[src/rtl/branch_sequencer.sv]
// Control-flow sequencer: decodes branch micro-ops and drives the PC jump inputs.
// Also owns the return-address stack, the post-redirect flush window and the halt/fault state.
module branch_sequencer #(
    parameter int STACK_DEPTH  = 8,
    parameter int FLUSH_CYCLES = 1,
    parameter int ADDR_W       = 16
) (
    input  logic                         clk,
    input  logic                         rst,
    input  logic                         op_valid,
    input  logic [2:0]                   op,
    input  logic [ADDR_W-1:0]            target,
    input  logic [ADDR_W-1:0]            pc,
    input  logic                         zero_flag,
    output logic                         jmp_en,
    output logic [ADDR_W-1:0]            jmp_addr,
    output logic                         flush,
    output logic                         halted,
    output logic [1:0]                   err,
    output logic [$clog2(STACK_DEPTH):0] sp
);

    localparam int IDX_W = $clog2(STACK_DEPTH);
    localparam int SP_W  = IDX_W + 1;

    localparam logic [2:0] OP_JMP  = 3'd1;
    localparam logic [2:0] OP_JZ   = 3'd2;
    localparam logic [2:0] OP_JNZ  = 3'd3;
    localparam logic [2:0] OP_CALL = 3'd4;
    localparam logic [2:0] OP_RET  = 3'd5;
    localparam logic [2:0] OP_HALT = 3'd6;

    localparam logic [1:0] ST_RUN   = 2'd0;
    localparam logic [1:0] ST_FLUSH = 2'd1;
    localparam logic [1:0] ST_HALT  = 2'd2;

    localparam logic [1:0] ERR_NONE = 2'd0;
    localparam logic [1:0] ERR_OVF  = 2'd1;
    localparam logic [1:0] ERR_UNF  = 2'd2;

    localparam logic [SP_W-1:0] SP_FULL    = SP_W'(STACK_DEPTH);
    localparam logic [3:0]      FLUSH_LOAD = 4'(FLUSH_CYCLES);
    localparam bit              HAS_FLUSH  = (FLUSH_CYCLES != 0);

    logic [1:0]        state, state_nx;
    logic [3:0]        flush_cnt, flush_cnt_nx;
    logic [SP_W-1:0]   sp_nx;
    logic [1:0]        err_q, fault;
    logic              push, redirect;
    logic [IDX_W-1:0]  push_idx, pop_idx;
    logic [ADDR_W-1:0] ret_addr;

    logic [ADDR_W-1:0] stack [STACK_DEPTH];

    assign push_idx = IDX_W'(sp);
    assign pop_idx  = IDX_W'(sp - SP_W'(1));
    assign ret_addr = pc + ADDR_W'(1);

    // NOTE: every signal written here gets a default first so no path can infer a latch.
    always_comb begin
        jmp_en       = 1'b0;
        jmp_addr     = '0;
        state_nx     = state;
        flush_cnt_nx = flush_cnt;
        sp_nx        = sp;
        fault        = ERR_NONE;
        push         = 1'b0;
        redirect     = 1'b0;
        if (!rst) begin
            case (state)
                ST_RUN: begin
                    if (op_valid) begin
                        case (op)
                            OP_JMP:  redirect = 1'b1;
                            OP_JZ:   redirect = zero_flag;
                            OP_JNZ:  redirect = !zero_flag;
                            OP_CALL: begin
                                if (sp != SP_FULL) begin
                                    push     = 1'b1;
                                    sp_nx    = sp + SP_W'(1);
                                    redirect = 1'b1;
                                end else begin
                                    fault    = ERR_OVF;
                                    state_nx = ST_HALT;
                                end
                            end
                            OP_RET: begin
                                if (sp != '0) begin
                                    sp_nx    = sp - SP_W'(1);
                                    redirect = 1'b1;
                                end else begin
                                    fault    = ERR_UNF;
                                    state_nx = ST_HALT;
                                end
                            end
                            OP_HALT: begin
                                jmp_en   = 1'b1;
                                jmp_addr = pc;
                                state_nx = ST_HALT;
                            end
                            default: ;
                        endcase
                        if (redirect) begin
                            jmp_en   = 1'b1;
                            jmp_addr = (op == OP_RET) ? stack[pop_idx] : target;
                            if (HAS_FLUSH) begin
                                state_nx     = ST_FLUSH;
                                flush_cnt_nx = FLUSH_LOAD;
                            end
                        end
                    end
                end
                ST_FLUSH: begin
                    // Counter holds the flush cycles still owed, including this one.
                    if (flush_cnt <= 4'd1) begin
                        state_nx     = ST_RUN;
                        flush_cnt_nx = '0;
                    end else begin
                        flush_cnt_nx = flush_cnt - 4'd1;
                    end
                end
                ST_HALT: begin
                    jmp_en   = 1'b1;
                    jmp_addr = pc;
                end
                default: state_nx = ST_RUN;
            endcase
        end
    end

    // NOTE: sequential state uses non-blocking assignments so all registers update together.
    always_ff @(posedge clk) begin
        if (rst) begin
            state     <= ST_RUN;
            flush_cnt <= '0;
            sp        <= '0;
            err_q     <= ERR_NONE;
        end else begin
            state     <= state_nx;
            flush_cnt <= flush_cnt_nx;
            sp        <= sp_nx;
            if (err_q == ERR_NONE)
                err_q <= fault;
        end
    end

    // NOTE: stack storage is deliberately not reset; sp alone defines which entries are live.
    always_ff @(posedge clk) begin
        if (push)
            stack[push_idx] <= ret_addr;
    end

    assign flush  = (state == ST_FLUSH);
    assign halted = (state == ST_HALT);
    assign err    = err_q;

endmodule

[config.mk]
export PLATFORM = sky130hd
export DESIGN_NAME = branch_sequencer
export DESIGN_NICKNAME = d
export VERILOG_FILES = /design/src/rtl/branch_sequencer.sv
export SDC_FILE = /design/constraint.sdc
export NUM_CORES = 1
export LEC_CHECK = 0
export CAP_MARGIN = 5
export CORE_MARGIN = 2
export CORE_UTILIZATION = 40
export CTS_BUF_LIST = sky130_fd_sc_hd__clkbuf_16
export CTS_CLUSTER_DIAMETER = 200
export DETAILED_ROUTE_END_ITERATION = 8
export SYNTH_ARGS = -nofsm -noshare
export SYNTH_HDL_FRONTEND = slang
export SYNTH_SLANG_ARGS = --single-unit
[constraint.sdc]
create_clock -name clk -period 4.7 [get_ports clk]
set_input_delay 1.41 -clock clk [delete_from_list [all_inputs] [get_ports clk]]
set_output_delay 1.41 -clock clk [all_outputs]
set_load 0.02 [all_outputs]
## Word level (Yosys, flattened, before mapping)

Memories as Yosys holds them, arrays and structs flattened.
Cells that the tools add are included.

| cells by class | value |
|---|---|
| $add $sub $neg | 4 |
| multiply operators | 0 |
| divide/modulo/power cells | 0 |
| $lt $le $gt $ge | 1 |
| equal/unequal tests | 17 |
| shifts and indexed selects | 0 |
| mux-type cells | 42 |
| bitwise operators | 1 |
| reduce and logical (&&, ||, !) cells | 9 |

Operator list:

| cell | count |
|---|---|
| $mux W16 | 5 |
| $pmux W16 S2 | 1 |
| $mux W4 | 5 |
| $add A16 B1 Y16 const B | 1 |
| $mux W1 | 16 |
| $mux W2 | 8 |
| $pmux W4 S2 | 2 |
| $ne A4 B4 Y1 const B | 3 |
| $pmux W2 S3 | 2 |
| $eq A3 B3 Y1 const B | 3 |
| $ne A2 B2 Y1 const B | 4 |
| $sub A4 B1 Y4 const B | 2 |
| $eq A3 B2 Y1 const B | 2 |
| $reduce_and A6 Y1 | 1 |
| $ne A5 B3 Y1 const B | 1 |
| $pmux W1 S5 | 1 |
| $reduce_and A5 Y1 | 1 |
| $add A4 B1 Y4 const B | 1 |
| $le A4 B1 Y1 const B | 1 |
| $logic_not A2 Y1 | 2 |
| $pmux W2 S2 | 1 |
| $reduce_bool A2 Y1 | 2 |
| $reduce_bool A4 Y1 | 1 |
| $eq A3 B1 Y1 const B | 1 |
| other kinds (7) | 7 |

| storage, ports and cells | value |
|---|---|
| flip-flop bits (word level) | 12 |
| bits in latches | 0 |
| RAM bits | 128 |
| ROM bits | 0 |
| output and inout bits | 25 |
| logic and storage cells | 79 |
| memories | 1 |

Memories:

| memory | words | bits a word | rd ports | clocked after memory_dff | wr ports | line | RTL |
|---|---|---|---|---|---|---|---|
| stack | 8 | 16 | 1 | 0 | 1 | 53 | `logic [ADDR_W-1:0] stack [STACK_DEPTH];` |

## Depth between registers and ports, before layout

| depth | value |
|---|---|
| depth in word-level cells | 10 |
| mapped depth | 11 |
| mapped depth without buffers | 7 |

## Least setup slack after synthesis

No wires, ideal clock.

| timing path | value |
|---|---|
| path kind | input -> output |
| from | in op[0] |
| to | out jmp_addr[14] |
| arrival | 2.881 ns |
| required time | 3.290 ns |
| path slack | 0.409 ns |
| cell stages on the path | 6 |
| buffers on the path | 1 |
| path through | buf_4 xnor2_1 o21ai_1 o21a_1 or4_1 a221oi_2 |

| between the ends | value |
|---|---|
| word-level cells in the longest chain between the ends | 9 |

Ends and longest elaborated chain:

| item | line | RTL |
|---|---|---|
| start: declaration | 11 | `input logic [2:0] op,` |
| $eq A3 B3 Y1 (tied with other cells) | 73, 105 |  |
| $pmux W1 S5 | 73 | `case (op)` |
| $mux W1 | 72 | `if (op_valid) begin` |
| $mux W1 | 70 | `case (state)` |
| $mux W1 | 69 | `if (!rst) begin` |
| $mux W16 * | 103 | `if (redirect) begin` |
| $mux W16 * | 72 |  |
| $pmux W16 S2 * | 70 |  |
| $mux W16 * | 69 |  |
| end: declaration | 16 | `output logic [ADDR_W-1:0] jmp_addr,` |

Every way passes the cells marked *; elsewhere a longest branch is shown, timed or not. The select of a mux whose other input is x is not followed.

## Final worst setup path

| timing path | value |
|---|---|
| from | in zero_flag |
| to | out jmp_addr[14] |

| between the ends | value |
|---|---|
| word-level cells in the longest chain between the ends | 9 |

Ends and longest elaborated chain:

| item | line | RTL |
|---|---|---|
| start: declaration | 14 | `input logic zero_flag,` |
| $logic_not A1 Y1 | 76 | `OP_JNZ: redirect = !zero_flag;` |
| $pmux W1 S5 * | 73 |  |
| $mux W1 * | 72 |  |
| $mux W1 * | 70 |  |
| $mux W1 * | 69 |  |
| $mux W16 * | 103 |  |
| $mux W16 * | 72 |  |
| $pmux W16 S2 * | 70 |  |
| $mux W16 * | 69 |  |

Marked as above.

==> flow_summary.yaml <==
status:
  run_status: "finished clean"
die:
  design.portCount: 64
  initial_core_util_pct: 40.9
  core-area_sq_um: 15100
  die_y_um: 128
  floorplan.die_area_sq_um: 16500
  die_x_um: 128
  placementRows: 45
timing:
  setup_viol: 0
  unrepaired_setup_endpoints_after_global_routing: "yes"
  finalHoldViolCount: 0
  min_period_over_period_pct: 99.4
  post-route-min-period_ns: 4.67
  worst_clock_skew_ns: 0.00642
  worst_slew_pin_tran_ns: 0.634
  timing.max_slew.rel_slack_pct: 57.5
  timing.final.max_slew_violations: 0
  setup_ws_final_ns: 0.0268
  max_clock_freq_mhz: 214
route:
  viasPerCell: 5.59
  detailedRoute.firstPassIterationCount: 5
  finalWirelength_um: 15000
  drc: 0
  detail_route.iter0.violations: 358
  routed_wire_length_per_instance_um: 21.0
  vias: 3989
  postRouteAntennaNets: 0
worst_setup_path:
  r2r.worst_path.cells: 8
  cp.depth: 7
  cp.buffers_inverters: 2
  worst_ep_required_time_ns: 3.29
  rrSetupSlack_ns: 2.24
  rr_startpoint: "sp[0]"
  timing.setup.critical_path_class: "in2out"
  setup.worst_path.end_class: "output port"
  critical_path.top_delay_family: "buffers and inverters"
  crit_chain: "clkdlybuf4s50_1 -> nand2_1 -> xor2_1 -> o21a_1 -> or4_4 -> a221oi_2 -> buf_4"
  cpPeakStageDelay_ns: 0.53
  rr_endpoint: "stack[1][15]"
  worst_setup_sp_type: "primary input"
  cp_max_fo: 2
  startpoint: "zero_flag"
  timing.critical_path.arrival_ns: 3.26
  critPathSlowestCell: "sky130_fd_sc_hd__or4_4"
yosys:
  postSynth.topFlopCell: "sky130_fd_sc_hd__edfxtp_1"
  synth_largest_type_area_fraction_pct: 62.1
  share_of_flip_flops_with_an_asynchronous_set_or_reset_pct: 0
  synth-seq-area-share_pct: 66.0
  synth-edff-count: 128
  syn_area_per_cell_sq_um: 15.1
  post-synth-top-area-cell: "sky130_fd_sc_hd__edfxtp_1"
  syn_nets: 455
  synthCells: 410
  cell_types_occupying_the_most_area_after_synthesis: "sky130_fd_sc_hd__edfxtp_1 62%, sky130_fd_sc_hd__mux4_2 12%, sky130_fd_sc_hd__dfxtp_1 3.9%"
  yosys_warnings: 0
  synth.cell_area_sq_um: 6190
  yosys.cell_types.count: 47
  synth_seq_cells: 140
final_layout:
  layout_commonest_cell: "sky130_fd_sc_hd__edfxtp_1"
  final_cell_area_sq_um: 7870
  nNetsFinal: 558
  area_delta_synth_final_pct: 27.2
  fillerInstances: 1246
  most-common-layout-cells: "128 x sky130_fd_sc_hd__edfxtp_1, 50 x sky130_fd_sc_hd__nand2_1, 44 x sky130_fd_sc_hd__clkdlybuf4s50_1, 42 x sky130_fd_sc_hd__buf_4, 36 x sky130_fd_sc_hd__nor2_1"
  share_of_final_layout_standard_cells_stronger_than_drive_strength_1_pct: 25.9
  num_antenna_cells: 0
placement:
  place_congestion: 0.807
  place.detailed.hpwl_um: 9830
  numPortBuffers: 63
  dp_slack_ns: -0.511
  dpl_cell_area_sq_um: 7280
clock_tree:
  cts_post_setup_buffers_inserted: 0
  cts_hold_fix_bufs: 0
  clkTransAtPathRegs_ns: 0.06
  h-tree-depth: 4
  cts_root_buf: "sky130_fd_sc_hd__clkbuf_16"
  cts_tree: "built"
  clock-sinks: 140
  maximum_buffer_depth_of_the_clock_tree: 2
  worst_skew_pair.late_latency_ns: 0.43
  tritoncts.num_buffers: 17
global_route:
  grt_pass1_vias: 4049
  grt_first_pass_wirelength_um: 22800
  pin_count_of_the_biggest_net_entering_global_routing: 22
  grt_overflow: 0
  antenna_found_initial: 0
  grt_usage_pct: 19.3
pwr:
  report.power.total_mw: 3.07
  combPwrFrac_pct: 8.0
  sequentialPowerShare_pct: 44.7
  cellLeakagePower_nw: 2.70
  powerDensity_nw_per_um2: 391
  relative_contribution_of_the_clock_network_to_total_power_pct: 47.3
  internal_power_mw: 2.42
  power.ir.vdd_worst_v: 0.000242
  p_switching_mw: 0.655
  netSwitchingFraction_pct: 21.3
flow_run:
  max_cap_viol_count: 0
min_path:
  whs_path_depth: 2
  worst_hold_path_type: "reg2reg"
  hp-start: "err[0]"
  hold_end: "err[0]"
-- routing by layer --
metal  wire length (um)  share of wire, %  track usage (%)  up-vias
li1                   -                 -                -     1800
met1               6550                44             25.8     2005
met2               7170                48             30.4      164
met3               1040               7.0             5.41       20
met4                218               1.5             6.85        0
met5                  0                 0                0        -
-- worst max path at each step --
stage	slack (ns)	endpoint
after floorplan	0.41	jmp_addr[14]
after global placement	-0.49	jmp_addr[14]
after detailed placement	-0.51	jmp_addr[14]
after CTS	0.005	jmp_addr[8]
after global routing	-0.04	jmp_addr[14]
final	0.03	jmp_addr[14]
-- registers in the layout, indices dropped and copies added, names as in the netlist --
name / flops
err: 2
flush_cnt: 4
sp: 4
stack: 128
state: 2
-- worst register-to-register path, delay by kind of cell (launching register included) --
kind,cells,cell delay [ns]
fa+ha+maj,1,0.23
buf+inv,2,0.45
flops,1,0.46
simple gates,5,1.01
-- per-stage QoR --
stage | hold slack, ns | TNS [ns] | utilization (%) | std cells
6_report | 0.514 | 0 | 52.0 | 714
4_1_cts | 0.514 | 0 | 52.3 | 714
5_1_grt | 0.529 | -0.0498 | 52.0 | 714
3_3_place_gp | 0.493 | -7.63 | 48.1 | 682
3_5_place_dp | 0.503 | -7.84 | 48.1 | 682
2_1_floorplan | 0.478 | 0 | - | 410
-- cell usage after synthesis, types with 5 or more instances --
| library cell | count |
|---|---|
| sky130_fd_sc_hd__mux4_2 | 32 |
| sky130_fd_sc_hd__a21oi_1 | 5 |
| sky130_fd_sc_hd__xnor2_1 | 14 |
| sky130_fd_sc_hd__ha_1 | 6 |
| sky130_fd_sc_hd__edfxtp_1 | 128 |
| sky130_fd_sc_hd__a22o_1 | 15 |
| sky130_fd_sc_hd__o21ai_0 | 6 |
| sky130_fd_sc_hd__dfxtp_1 | 12 |
| sky130_fd_sc_hd__inv_1 | 8 |
| sky130_fd_sc_hd__nor2_1 | 37 |
| sky130_fd_sc_hd__a31oi_1 | 17 |
| sky130_fd_sc_hd__nand2_1 | 50 |
| sky130_fd_sc_hd__buf_2 | 8 |
| sky130_fd_sc_hd__xor2_1 | 6 |
| sky130_fd_sc_hd__clkbuf_1 | 8 |
| sky130_fd_sc_hd__nor3_1 | 7 |
-- cell families after synthesis --
group | count (synthesis) | share of synthesized area [%]
AND/OR/NAND/NOR | 124 | 9.10
multiplexers | 33 | 11.8
AO/OA/AOI/OAI | 56 | 6.47
XOR/XNOR | 21 | 3.09
adder cells (fa/ha/maj) | 6 | 1.21
flip-flops | 140 | 66.0
buffers and inverters | 30 | 2.33
-- repair_timing --
action	4_1_cts	5_1_grt
endpoints found under the setup margin	17	17
gates cloned	0	0
pin swaps	0	2
gates resized for setup	57	18
-- area by class of cell --
class | instances | area [sq um] | area share (%)
Clock buffer | 17 | 425 | 5.40
Clock inverter | 15 | 220 | 2.80
Timing Repair Buffer | 106 | 883 | 11.2
Multi-Input combinational cell | 240 | 1990 | 25.3
Inverter | 8 | 30.0 | 0.381
Sequential cell | 140 | 4090 | 51.9
Tap cell | 188 | 235 | 2.99
-- power by group through the flow --
stage	Clock, mW	Sequential [mW]	Combinational [mW]
finish	1.45	1.37	0.247
global route	1.53	1.37	0.267
CTS	1.48	1.37	0.249
detailed placement	0	1.40	0.252
global placement	0	1.40	0.248
floorplan	0	1.40	0.135
No activity file was read; power rests on OpenSTA's default activity.
